### config.mk
export PLATFORM = sky130hd
export DESIGN_NAME = video
export DESIGN_NICKNAME = d
export VERILOG_FILES = /design/src/rtl/video_pkg.sv /design/src/rtl/video_counters.sv /design/src/rtl/video.sv
export SDC_FILE = /design/constraint.sdc
export NUM_CORES = 1
export LEC_CHECK = 0
export BUFFER_PORTS_ARGS = -buffer_cell sky130_fd_sc_hd__buf_2
export CAP_MARGIN = 20
export CORE_MARGIN = 10
export CORE_UTILIZATION = 52
export DETAILED_ROUTE_END_ITERATION = 6
export PLACE_DENSITY = 0.81
export SYNTH_ARGS = -nofsm -noshare
export SYNTH_HDL_FRONTEND = slang
export SYNTH_SLANG_ARGS = --single-unit
export TNS_END_PERCENT = 1
### constraint.sdc
create_clock -name clock -period 3.4 [get_ports clock]
set_input_delay 0 -clock clock [delete_from_list [all_inputs] [get_ports clock]]
set_output_delay 0 -clock clock [all_outputs]
set_load 0.05 [all_outputs]
### src/rtl/video_pkg.sv
// video_pkg: shared timing constants, fetch phases and small helpers for the
// ZX Spectrum 48K-style display generator.
//   - Frame geometry: 448 pixel clocks per line, 312 lines per frame.
//   - Active area: lines 0..191; fetch window hCount 0..255; display window
//     hCount 8..263 (the fetch/serialise pipeline adds 8 clocks of latency).
//   - Sync, interrupt and blanking intervals (all limits inclusive).
package video_pkg;

  typedef logic [8:0] cnt_t;

  localparam cnt_t H_TOTAL       = 9'd448;
  localparam cnt_t V_TOTAL       = 9'd312;

  localparam cnt_t ACT_V_END     = 9'd192;  // first line after the active area
  localparam cnt_t FETCH_H_END   = 9'd256;  // first clock after the fetch window
  localparam cnt_t DISP_H_START  = 9'd8;
  localparam cnt_t DISP_H_END    = 9'd263;

  localparam cnt_t HS_START      = 9'd344;
  localparam cnt_t HS_END        = 9'd375;
  localparam cnt_t VS_START      = 9'd248;
  localparam cnt_t VS_END        = 9'd251;
  localparam cnt_t IRQ_LINE      = 9'd248;
  localparam cnt_t IRQ_LEN       = 9'd64;

  localparam cnt_t BLANK_H_START = 9'd320;
  localparam cnt_t BLANK_H_END   = 9'd415;
  localparam cnt_t BLANK_V_START = 9'd240;
  localparam cnt_t BLANK_V_END   = 9'd255;

  localparam logic [12:0] ATTR_BASE = 13'h1800;

  // Position inside an 8-pixel character cell (hCount[2:0]).
  typedef enum logic [2:0] {
    PH_BMP_ADDR = 3'd0,  // bitmap address on vmmAddr
    PH_ATR_ADDR = 3'd1,  // attribute address out, bitmap byte arrives
    PH_ATR_DATA = 3'd2,  // attribute byte arrives
    PH_LOAD     = 3'd7   // hand the cell over to the serialiser
  } phase_e;

  function automatic logic in_range(input cnt_t v, input cnt_t lo, input cnt_t hi);
    return (v >= lo) && (v <= hi);
  endfunction

endpackage

### src/rtl/video_counters.sv
// video_counters: raster position and frame counter.
//   clock      in   pixel clock
//   reset      in   synchronous, active-high; clears all counters
//   flash      out  frame-counter bit selected by FLASH_BIT (flash phase)
//   hCount     out  0..H_TOTAL-1, increments every clock
//   vCount     out  0..V_TOTAL-1, increments when hCount wraps
//   hWrap      out  hCount is on its last value
//   vWrap      out  vCount is on its last value
// The 5-bit frame counter steps when both counters wrap together.
module video_counters
  import video_pkg::*;
#(
  parameter int FLASH_BIT = 4
) (
  input  logic clock,
  input  logic reset,
  output logic flash,
  output cnt_t hCount,
  output cnt_t vCount,
  output logic hWrap,
  output logic vWrap
);

  logic [4:0] frameCount;

  assign hWrap = (hCount == H_TOTAL - 9'd1);
  assign vWrap = (vCount == V_TOTAL - 9'd1);
  assign flash = frameCount[FLASH_BIT];

  always_ff @(posedge clock) begin
    if (reset) begin
      hCount     <= '0;
      vCount     <= '0;
      frameCount <= '0;
    end else begin
      hCount <= hWrap ? '0 : hCount + 9'd1;
      if (hWrap) begin
        vCount <= vWrap ? '0 : vCount + 9'd1;
        if (vWrap) frameCount <= frameCount + 5'd1;
      end
    end
  end

endmodule

### src/rtl/video.sv
// video: ZX Spectrum 48K-style display generator on the RAM video port.
//   clock    in   pixel clock (7 MHz), also clocks the RAM video port
//   reset    in   synchronous, active-high
//   border   in   border colour {G,R,B}
//   vmmAddr  out  RAM video address
//   vmmData  in   RAM video data, valid one clock after vmmAddr
//   hsync    out  horizontal sync, active-high
//   vsync    out  vertical sync, active-high
//   irq      out  frame interrupt, active-high
//   r,g,b,i  out  colour and bright
//   blank    out  blanking interval (only with VIDEO_BLANK_EN defined)
// Optional feature macro: VIDEO_BLANK_EN adds the blank port and forces
// r/g/b/i low during blanking. Without it, border colour is driven there.
//
// Every output register is loaded from the raster position the counters will
// hold after the edge (hNext/vNext), so an output seen while the counters read
// (h,v) belongs to (h,v). Pixel x of a line appears at hCount x+8.
module video
  import video_pkg::*;
#(
  parameter int FLASH_BIT = 4
) (
  input  logic        clock,
  input  logic        reset,
  input  logic [2:0]  border,
  output logic [12:0] vmmAddr,
  input  logic [7:0]  vmmData,
  output logic        hsync,
  output logic        vsync,
  output logic        irq,
  output logic        r,
  output logic        g,
  output logic        b,
  output logic        i
`ifdef VIDEO_BLANK_EN
  ,
  output logic        blank
`endif
);

  function automatic logic [2:0] cell_colour(input logic pix, input logic [2:0] ink,
                                             input logic [2:0] paper, input logic swap);
    return (pix ^ swap) ? ink : paper;
  endfunction

  cnt_t hCount, vCount, hNext, vNext;
  logic hWrap, vWrap, flash;

  video_counters #(.FLASH_BIT(FLASH_BIT)) u_cnt (
    .clock  (clock),
    .reset  (reset),
    .flash  (flash),
    .hCount (hCount),
    .vCount (vCount),
    .hWrap  (hWrap),
    .vWrap  (vWrap)
  );

  always_comb begin
    hNext = hWrap ? '0 : hCount + 9'd1;
    vNext = vCount;
    if (hWrap) vNext = vWrap ? '0 : vCount + 9'd1;
  end

  // ---- stage p0: address generation and fetch latches ----
  logic        fetchCur, fetchNext;
  logic [7:0]  yNext;
  logic [4:0]  cNext;
  logic [12:0] addrNext;
  logic [7:0]  bmp_p0, atr_p0;

  assign fetchCur  = (vCount < ACT_V_END) && (hCount < FETCH_H_END);
  assign fetchNext = (vNext < ACT_V_END) && (hNext < FETCH_H_END);
  assign yNext     = vNext[7:0];
  assign cNext     = hNext[7:3];

  always_comb begin
    addrNext = '0;
    if (fetchNext) begin
      case (hNext[2:0])
        PH_BMP_ADDR: addrNext = {yNext[7:6], yNext[2:0], yNext[5:3], cNext};
        PH_ATR_ADDR: addrNext = ATTR_BASE | {3'b000, yNext[7:3], cNext};
        default:     addrNext = '0;
      endcase
    end
  end

  always_ff @(posedge clock) begin
    if (fetchCur && (hCount[2:0] == PH_ATR_ADDR)) bmp_p0 <= vmmData;
    if (fetchCur && (hCount[2:0] == PH_ATR_DATA)) atr_p0 <= vmmData;
  end

  // ---- stage p1: serialiser, colour and output registers ----
  // Bit 7 of the cell lives in the output register; shift_p1 holds the
  // pixels still to be shown.
  logic       load, vld_p1, pix;
  logic [6:0] shift_p1;
  logic [7:0] shiftNext, attr_p1, attrNext;
  logic [3:0] grbiNext;
  logic       blankNext;

  assign load      = fetchCur && (hCount[2:0] == PH_LOAD);
  assign shiftNext = load ? bmp_p0 : {shift_p1, 1'b0};
  assign attrNext  = load ? atr_p0 : attr_p1;
  assign pix       = shiftNext[7];
  assign vld_p1    = (vNext < ACT_V_END) && in_range(hNext, DISP_H_START, DISP_H_END);
  assign blankNext = in_range(hNext, BLANK_H_START, BLANK_H_END) ||
                     in_range(vNext, BLANK_V_START, BLANK_V_END);

  always_comb begin
    grbiNext = {border, 1'b0};
    if (vld_p1)
      grbiNext = {cell_colour(pix, attrNext[2:0], attrNext[5:3], attrNext[7] & flash),
                  attrNext[6]};
`ifdef VIDEO_BLANK_EN
    if (blankNext) grbiNext = '0;
`endif
  end

  always_ff @(posedge clock) begin
    if (reset) begin
      vmmAddr      <= '0;
      hsync        <= 1'b0;
      vsync        <= 1'b0;
      irq          <= 1'b0;
      {g, r, b, i} <= '0;
      shift_p1     <= '0;
      attr_p1      <= '0;
    end else begin
      vmmAddr      <= addrNext;
      hsync        <= in_range(hNext, HS_START, HS_END);
      vsync        <= in_range(vNext, VS_START, VS_END);
      irq          <= (vNext == IRQ_LINE) && (hNext < IRQ_LEN);
      {g, r, b, i} <= grbiNext;
      shift_p1     <= shiftNext[6:0];
      attr_p1      <= attrNext;
    end
  end

`ifdef VIDEO_BLANK_EN
  always_ff @(posedge clock) begin
    if (reset) blank <= 1'b0;
    else       blank <= blankNext;
  end
`else
  logic unusedBlank;
  assign unusedBlank = blankNext;
`endif

endmodule

==> impl_metrics.py, run 1 <==
metrics = {
    "grt": {
        "grt_max_degree": 44,
        "first_global_vias": 2273,
        "antenna_found_initial": 0,
        "grt_use_total": 0.139,
        "gr-total-overflow": 0,
        "grt_pass1_wl_um": 11000,
    },
    "worst_setup_path": {
        "timing.rr.start": "u_cnt.hCount[0]",
        "crit_required_ps": 3620,
        "crit_arrival_ps": 2890,
        "r2r-end": "b",
        "startpoint_type": "flop",
        "critPathLaunch": "u_cnt.hCount[0]",
        "critPathCaptureType": "flop",
        "path_class": "flop to flop",
        "reg2regPathDepth": 9,
        "crit_end": "b",
        "crit_fanout": 11,
        "reg2reg_slack_ps": 730,
    },
    "yosys": {
        "synth-edff-count": 16,
        "synth-seq-area-share": 0.523,
        "synth-seq-cells": 74,
        "synth_area_leader_cell": "dfxtp_1",
        "netlist_area_mm2": 0.00314,
        "synth_top_area_frac": 0.370,
        "async_reset_ff_frac": 0,
        "synth_nets": 341,
        "synth_cells": 322,
        "yosys_warnings": 0,
        "synthTopCellsByArea": "dfxtp_1, edfxtp_1, nand2_1, nor2_1, a21oi_1",
        "avgSynthCellArea_um2": 9.74,
        "synth.distinct_cells": 54,
        "synth-main-ff-cell": "dfxtp_1",
    },
    "die": {
        "initial_core_util": 0.533,
        "die_area_mm2": 0.00954,
        "die_w_um": 97.7,
        "die_h_um": 97.7,
        "rows": 28,
        "core_area_mm2": 0.00589,
        "ios": 33,
    },
    "clock_tree": {
        "clkSinkCount": 74,
        "numCtsBuffers": 9,
        "cts_tree": "done",
        "clkTransAtPathRegs_ps": 90,
        "clockBufferDepth": 2,
        "post-cts-setup-buffer-count": 0,
        "ctsHoldBuffers": 11,
        "cts_resized": 0,
        "ctsHtreeMaxLevel": 3,
        "cts_root_buf": "clkbuf_8",
        "clk_latency_ps": 360,
    },
    "drt": {
        "wl_per_cell_um": 15.1,
        "drtAntennaViolNets": 0,
        "post-route-drc-count": 0,
        "vias": 2437,
        "drt-pass1-iter-count": 4,
        "vias_per_cell": 5.54,
        "drt_wl_total_um": 6660,
        "first_iter_violations": 179,
    },
    "timing": {
        "slew_violations": 0,
        "fin_crit_sh": 0.786,
        "setup_viol": 0,
        "fmaxAchievable_ghz": 0.374,
        "hold_viol": 0,
        "period_needed_ps": 2670,
        "setup-tns-final_ps": 0,
        "worst_pin_slew_ps": 817,
        "worst_slew_margin_rel": 0.455,
        "rsz0062_at_grt": "false",
        "finClkSkew_ps": 10.8,
    },
    "status": {
        "status": "finished clean",
    },
    "cells_and_area": {
        "area_growth_pct": 16.1,
        "drive_above_1_share": 0.175,
        "nets": 379,
        "antenna_cells": 0,
    },
    "power_and_ir_drop": {
        "sw_frac_of_total": 0.247,
        "power_frac_comb": 0.052,
        "powerDensity_mw_per_mm2": 475,
        "p_switching_w": 0.000427,
        "power_w": 0.00173,
        "ir_drop_uv": 325,
        "pwr-share-seq": 0.538,
        "pwr-share-clk": 0.410,
        "power_leakage_nw": 1.40,
        "p_int_w": 0.00130,
    },
    "placement": {
        "port_buffers": 32,
        "gp_congestion": 0.923,
        "dp_hpwl_um": 4550,
    },
    "job": {
        "cap_violations": 0,
    },
    "hold_path": {
        "hold_path.class": "input port to flop",
    },
}
## worst min path at each step
stage / startpoint / slack [ps] / endpoint / depth (start not counted)
after floorplan: vmmData[0] / 100 / atr_p0[0] / 0
after detailed placement: vmmData[0] / 190 / bmp_p0[0] / 1
final: reset / 220 / g / 2
after global routing: reset / 240 / u_cnt.vCount[7] / 2
after global placement: vmmData[0] / 190 / atr_p0[0] / 1
after CTS: reset / 220 / u_cnt.vCount[2] / 2
## area by class of cell
cell class	instances	area, µm²
tap	75	93.8
fill	499	2240
timing repair buffer	46	293
sequential	74	1640
multi-input combinational	225	1390
clock inverter	7	83.8
clock buffer	9	124
inverter	4	15.0
## registers in the layout, summed over array words and instances, names as in the netlist
name,cells
attr_p1,8
vsync,1
irq,1
g,1
u_cnt.frameCount,5
bmp_p0,8
shift_p1,7
i,1
vmmAddr,13
b,1
u_cnt.hCount,9
hsync,1
u_cnt.vCount,9
atr_p0,8
r,1
## metal layers
metal	track usage	share of wire	wire [µm]
met3	0.0590	0.076	506
met4	0.0459	0.017	112
met5	0	0	0
met2	0.224	0.48	3230
met1	0.162	0.42	2810
## synthesized netlist by cell type (all sizes together) (2+ instances only)
master and instances:
and2 6, mux4 3, and4 3, a21o 3, xnor2 6, nand2 45
ha 6, nor4b 4, clkbuf 8, nor2 43, a31oi 2, or3 2
and3 3, nor3 5, o21ai 5, o31a 3, a21oi 25, nand4 7
mux2i 8, nand3 9, nor3b 3, buf 11, or2 2, nor2b 5
edfxtp 16, nor4 6, xor2 6, dfxtp 58, inv 4
## stage by stage
stage          worst slack (ps)  instance area, µm²  cells  hold slack (ps)   util
2_1_floorplan              1180                3140    322             98.9      -
6_report                    728                3640    440              219  0.619
3_5_place_dp                767                3320    413              191  0.565
4_1_cts                     718                3640    440              219  0.619
3_3_place_gp                965                3320    413              188  0.565
5_1_grt                     513                3640    440              243  0.619
## cell families after synthesis
family / synth area share
flops: 0.523
compound gates: 0.101
buf+inv: 0.0335
fa+ha+maj: 0.0239
mux: 0.0471
xor+xnor: 0.0335
simple gates: 0.238
## worst max-delay path: stages (launching register included)
cell       delay (ps)
dfxtp_1           480
ha_1              280
nand4_1           160
nor4b_1           370
buf_4             250
o2111ai_1         160
o31a_1            280
o22ai_2           260
mux2i_1           250
nor2_1             70
## cells in the final DEF, fill, tap and decap left out, types with 5 or more instances in the layout
master,n
a21oi_1,25
and2_1,5
buf_2,32
clkbuf_8,9
dfxtp_1,58
dlygate4sd3_1,11
edfxtp_1,16
ha_1,6
mux2i_1,8
nand2_1,45
nand3_1,9
nand4_1,7
nor2_1,42
nor2b_1,5
nor3_1,5
xnor2_1,6
xor2_1,6
## power by group through the flow
stage	clock, W	combinational, W	sequential [W]
final	0.000708	0.0000896	0.000931
after global routing	0.000756	0.0000992	0.000934
after CTS	0.000717	0.0000898	0.000931
after detailed placement	0	0.0000796	0.000951
after global placement	0	0.0000785	0.000950
after floorplan	0	0.0000402	0.000965
Power figures use the tool's default switching activity.
==> run 2: changes to the inputs <==
- PLACE_DENSITY: 0.81 -> 0.84
- clock period: 3.4 -> 2.2 ns (I/O delays scaled with it)
==> impl_metrics.py, run 2 (synthesis gave the netlist of run 1 again) <==
metrics = {
    "power_and_ir_drop": {
        "ir_drop_uv": 629,
        "powerDensity_mw_per_mm2": 717,
        "power_w": 0.00289,
        "power_leakage_nw": 1.59,
    },
    "timing": {
        "worst_pin_slew_ps": 474,
        "fin_crit_sh": 1.06,
        "rsz0062_at_grt": "true",
        "period_needed_ps": 2320,
        "setup_viol": 9,
        "fmaxAchievable_ghz": 0.430,
        "finClkSkew_ps": 11.3,
        "hold_viol": 0,
        "setup-tns-final_ps": -514,
        "fin_ws_ps": -123,
        "worst_slew_margin_rel": 0.684,
        "slew_violations": 0,
    },
    "drt": {
        "drt_wl_total_um": 7910,
        "wl_met2_um": 4040,
        "vias_per_cell": 5.69,
        "drt-pass1-iter-count": 5,
        "post-route-drc-count": 0,
        "wl_per_cell_um": 17.0,
        "highest_layer": "met4",
        "drtAntennaViolNets": 0,
        "vias": 2650,
        "wl_met3_um": 561,
        "first_iter_violations": 143,
        "met1_length_um": 3050,
    },
    "grt": {
        "grt_pass1_wl_um": 12200,
        "gr-total-overflow": 0,
        "antenna_found_initial": 0,
        "grt_use_total": 0.154,
        "grt_max_degree": 27,
        "first_global_vias": 2540,
    },
    "placement": {
        "port_buffers": 32,
        "dp_hpwl_um": 4980,
        "gp_congestion": 0.959,
    },
    "die": {
        "ios": 33,
        "die_area_mm2": 0.00954,
        "core_area_mm2": 0.00589,
        "initial_core_util": 0.533,
        "die_w_um": 97.7,
        "die_h_um": 97.7,
        "rows": 28,
    },
    "clock_tree": {
        "numCtsBuffers": 9,
        "clockBufferDepth": 2,
        "ctsHtreeMaxLevel": 3,
        "cts_root_buf": "clkbuf_8",
        "clk_latency_ps": 360,
        "cts_tree": "done",
        "clkTransAtPathRegs_ps": 80,
        "clkSinkCount": 74,
    },
    "worst_setup_path": {
        "critPathCaptureType": "flop",
        "crit_fanout": 10,
        "crit_required_ps": 2440,
        "crit_arrival_ps": 2560,
        "startpoint_type": "flop",
        "path_class": "flop to flop",
    },
    "job": {
        "cap_violations": 0,
    },
    "status": {
        "status": "finished, violations left",
        "violations": "negative setup slack",
    },
    "cells_and_area": {
        "area_growth_pct": 28.5,
        "regMostFlops": "vmmAddr",
        "layout_commonest_cell": "dfxtp_1",
        "most-common-layout-cells": "dfxtp_1, nand2_1, nor2_1",
        "largest_reg_flops": 13,
        "antenna_cells": 0,
        "fill_cells": 425,
        "largest_registers": "vmmAddr: 13 flops, u_cnt.hCount: 9 flops, u_cnt.vCount: 9 flops",
        "drive_above_1_share": 0.286,
        "nets": 405,
    },
    "hold_path": {
        "hold_path.class": "input port to flop",
    },
}
[run 2: cell count changes in the layout (fill, tap and decap cells not counted), moves of 2 or more]
cell,delta
and4_2,+2
and4_1,-2
nor4b_1,-3
nor4b_4,+2
dfxtp_2,+6
bufinv_16,+2
dfxtp_1,-6
clkinv_4,-2
buf_4,+24
[run 2: final timing paths]
path | startpoint | end | slack [ps] | cells after the start
setup / recovery | u_cnt.hCount[0] | irq | -120 | 9
hold / removal | reset | u_cnt.hCount[4] | 50 | 2
setup reg to reg | u_cnt.hCount[0] | irq | -120 | 9
hold reg to reg | shift_p1[3] | shift_p1[4] | 440 | 2
[run 2: cell type report]
type | count | area [µm²] | area share
sequential | 74 | 1650 | 0.409
inverter | 4 | 15.0 | 0.00373
timing repair buffer | 72 | 504 | 0.125
tap | 75 | 93.8 | 0.0233
multi-input combinational | 225 | 1530 | 0.379
clock buffer | 10 | 128 | 0.0317
clock inverter | 6 | 113 | 0.0279
[run 2: power by group]
| group | leakage, nW | internal [W] | switching [W] |
|---|---|---|---|
| clock network | 0.121 | 0.000760 | 0.000520 |
| registers | 0.620 | 0.00142 | 0.0000157 |
| logic | 0.853 | 0.0000662 | 0.000103 |
[run 2: critical path, cell delays in order, from the launching register on]
cell     delay, ps
dfxtp_2        370
ha_4           160
nand4_1        200
nor4b_4        430
buf_4          240
o21ai_0        130
a21oi_1        250
nor4_1          90
and3_4         190
nor3b_2        140
[run 2: repair_timing]
item / in CTS / in global routing
hold buffers: 11 / 0
pin swaps: 0 / 12
gates resized for setup: 2 / 29
setup buffers: 1 / 2
endpoints found under the hold margin: 19 / 0
endpoints found under the setup margin: 4 / 22
[run 2: routing by layer]
metal  track usage  up-vias
li1              -     1260
met1         0.164     1254
met2         0.268      110
met3        0.0576       26
met4        0.0626        0
met5             0        -
[run 2: metrics by stage]
stage | std cells | utilization | hold slack [ps] | worst slack (ps) | instance area, µm²
global placement | 436 | 0.597 | 189 | 37.1 | 3510
global route | 466 | 0.685 | 56.2 | -230 | 4030
finish | 466 | 0.685 | 45.6 | -123 | 4030
CTS | 464 | 0.659 | 38.4 | -25.9 | 3880
floorplan | 322 | - | 98.9 | 66.4 | 3140
detailed placement | 436 | 0.597 | 192 | -23.1 | 3510
==> run 3: changes to the inputs <==
- ABC_AREA: unset -> 1
- PLACE_DENSITY: 0.84 -> 0.81
- clock period: 2.2 -> 3 ns (I/O delays scaled with it)
==> impl_metrics.py, run 3 <==
metrics = {
    "timing": {
        "hold_viol": 0,
        "fmaxAchievable_ghz": 0.452,
        "fin_crit_sh": 0.737,
        "fin_ws_ps": 789,
        "worst_slew_margin_rel": 0.600,
        "rsz0062_at_grt": "false",
        "setup-tns-final_ps": 0,
        "setup_viol": 0,
        "slew_violations": 0,
        "worst_pin_slew_ps": 600,
        "period_needed_ps": 2210,
        "finClkSkew_ps": 11.9,
    },
    "grt": {
        "gr-total-overflow": 0,
        "use_met3": 0.0440,
        "grt_use_total": 0.141,
        "grt_use_met2": 0.233,
        "first_global_vias": 2610,
        "grt_max_degree": 33,
        "grt_busiest_layer": "met2",
        "grt_pass1_wl_um": 11600,
        "antenna_found_initial": 0,
        "grtUsageMet1": 0.160,
    },
    "clock_tree": {
        "clkTransAtPathRegs_ps": 80,
        "cts_resized": 0,
        "ctsHtreeMaxLevel": 3,
        "clkSinkCount": 74,
        "numCtsBuffers": 9,
        "cts_tree": "done",
        "clk_latency_ps": 360,
        "cts_root_buf": "clkbuf_8",
        "clockBufferDepth": 2,
    },
    "yosys": {
        "netlist_area_mm2": 0.00335,
        "synth_cells": 397,
        "yosys_warnings": 0,
        "async_reset_ff_frac": 0,
        "synth-seq-cells": 74,
        "synth.distinct_cells": 37,
        "yosysMostFrequentCell": "nand2_1",
        "synth-main-ff-cell": "dfxtp_1",
        "synth_common_cells": "nand2_1, dfxtp_1, inv_1, nor2_1, nand3_1",
        "synth_area_leader_cell": "dfxtp_1",
        "synth-edff-count": 16,
        "synth_top_area_frac": 0.347,
        "avgSynthCellArea_um2": 8.44,
        "synth_nets": 416,
        "synthTopCellsByArea": "dfxtp_1, edfxtp_1, nand2_1, inv_1, nor2_1",
        "synth-seq-area-share": 0.490,
    },
    "hold_path": {
        "hold_path.class": "input port to flop",
    },
    "placement": {
        "dp_slack_ps": 807,
        "dp_hpwl_um": 4940,
        "gp_congestion": 0.866,
        "port_buffers": 32,
    },
    "die": {
        "ios": 33,
        "die_h_um": 100,
        "initial_core_util": 0.531,
        "rows": 29,
        "core_area_mm2": 0.00631,
        "die_area_mm2": 0.0101,
        "die_w_um": 100,
    },
    "drt": {
        "drt_wl_total_um": 6880,
        "first_iter_violations": 165,
        "post-route-drc-count": 0,
        "wl_per_cell_um": 13.0,
        "drt-pass1-iter-count": 4,
        "vias_per_cell": 5.04,
        "vias": 2665,
        "drtAntennaViolNets": 0,
    },
    "cells_and_area": {
        "layout_commonest_cell": "nand2_1",
        "regMostFlops": "vmmAddr",
        "area_growth_pct": 16.5,
        "finish.utilization": 0.618,
        "multi_input_area_mm2": 0.00147,
        "nets": 465,
        "largest_reg_flops": 13,
        "drive_above_1_share": 0.211,
        "largest_registers": "vmmAddr: 13 flops, u_cnt.hCount: 9 flops, u_cnt.vCount: 9 flops",
        "most-common-layout-cells": "nand2_1, dfxtp_1, inv_1",
        "fill_cells": 544,
        "seq_area_mm2": 0.00164,
    },
    "worst_setup_path": {
        "crit_buf_inv": 1,
        "path_class": "flop to flop",
        "startpoint_type": "flop",
        "cp_common_cell": "nand3_1",
        "critPathCaptureType": "flop",
        "slowest_delay_ps": 420,
        "crit_arrival_ps": 2470,
        "crit_fanout": 19,
        "slowest_stage": "dfxtp_1",
        "cpLargestDelayFamily": "simple AND/OR/NAND/NOR gates",
        "path_cells": "ha_1 > ha_1 > nand3_2 > o21ai_1 > nand3_1 > nand3_1 > nand2_1 > inv_1 > nand3_1 > nand2_1 > nor2_1",
        "crit_required_ps": 3260,
    },
    "power_and_ir_drop": {
        "ir_drop_uv": 600,
        "powerDensity_mw_per_mm2": 510,
        "power_leakage_nw": 1.76,
    },
    "job": {
        "cap_violations": 0,
    },
    "status": {
        "status": "finished clean",
    },
}
==> run 3: cell types whose count changed in the layout (fill, tap and decap cells not counted), sizes merged, moves of 7 or more <==
cell / before / now
nand3: 9 / 36
nor2: 43 / 50
nor3: 5 / 13
buf: 61 / 34
inv: 6 / 56
mux2i: 8 / 1
nand2: 45 / 102
==> run 3: cells by family (layout without fill, tap and decap cells) <==
group	after synthesis	after routing	share of synthesized area
mux	1	1	0.00299
other cells	0	1	0
fa+ha+maj	6	6	0.0224
flops	74	74	0.490
compound gates	40	40	0.0672
simple gates	214	214	0.341
buf+inv	60	114	0.0713
xor+xnor	2	2	0.00523
==> run 3: final timing paths <==
path | slack, ps | endpoint | cells after the start | from
min reg2reg | 450 | shift_p1[2] | 2 | shift_p1[1]
max | 790 | r | 11 | u_cnt.hCount[0]
max reg2reg | 790 | r | 11 | u_cnt.hCount[0]
min | 140 | u_cnt.hCount[7] | 2 | reset
==> run 3: what timing repair did <==
action | in CTS | in global routing
endpoints found under the hold margin | 19 | 0
hold buffers | 11 | 0
buffers inserted | 0 | 0
==> run 3: final cells by class <==
| cell class | instances | share of cell area |
|---|---|---|
| sequential | 74 | 0.421 |
| multi-input combinational | 263 | 0.377 |
| timing repair buffer | 45 | 0.0731 |
| inverter | 53 | 0.0510 |
| clock buffer | 9 | 0.0318 |
| tap | 77 | 0.0247 |
| clock inverter | 7 | 0.0215 |
| antenna | 1 | 0.000641 |
==> run 3: routing by layer <==
metal  part of all wire  wire [µm]
met5                  0          0
met4              0.021        146
met3              0.057        390
met2               0.50       3410
met1               0.43       2930
==> run 3: power by group <==
part / switching (W) / internal (W) / total [W] / leakage [nW]
registers: 0.00000965 / 0.00104 / 0.00105 / 0.617
logic: 0.0000895 / 0.0000431 / 0.000133 / 1.04
clock network: 0.000408 / 0.000398 / 0.000806 / 0.102
total: 0.000507 / 0.00148 / 0.00199 / 1.76
==> run 3: stage by stage <==
step	hold WS [ps]	area [µm²]	cells	power (W)
finish	138	3900	529	0.00199
global route	165	3900	528	0.00206
CTS	130	3900	528	0.00201
detailed placement	191	3580	501	0.00120
global placement	187	3580	501	0.00119
floorplan	77.0	3350	397	0.00116
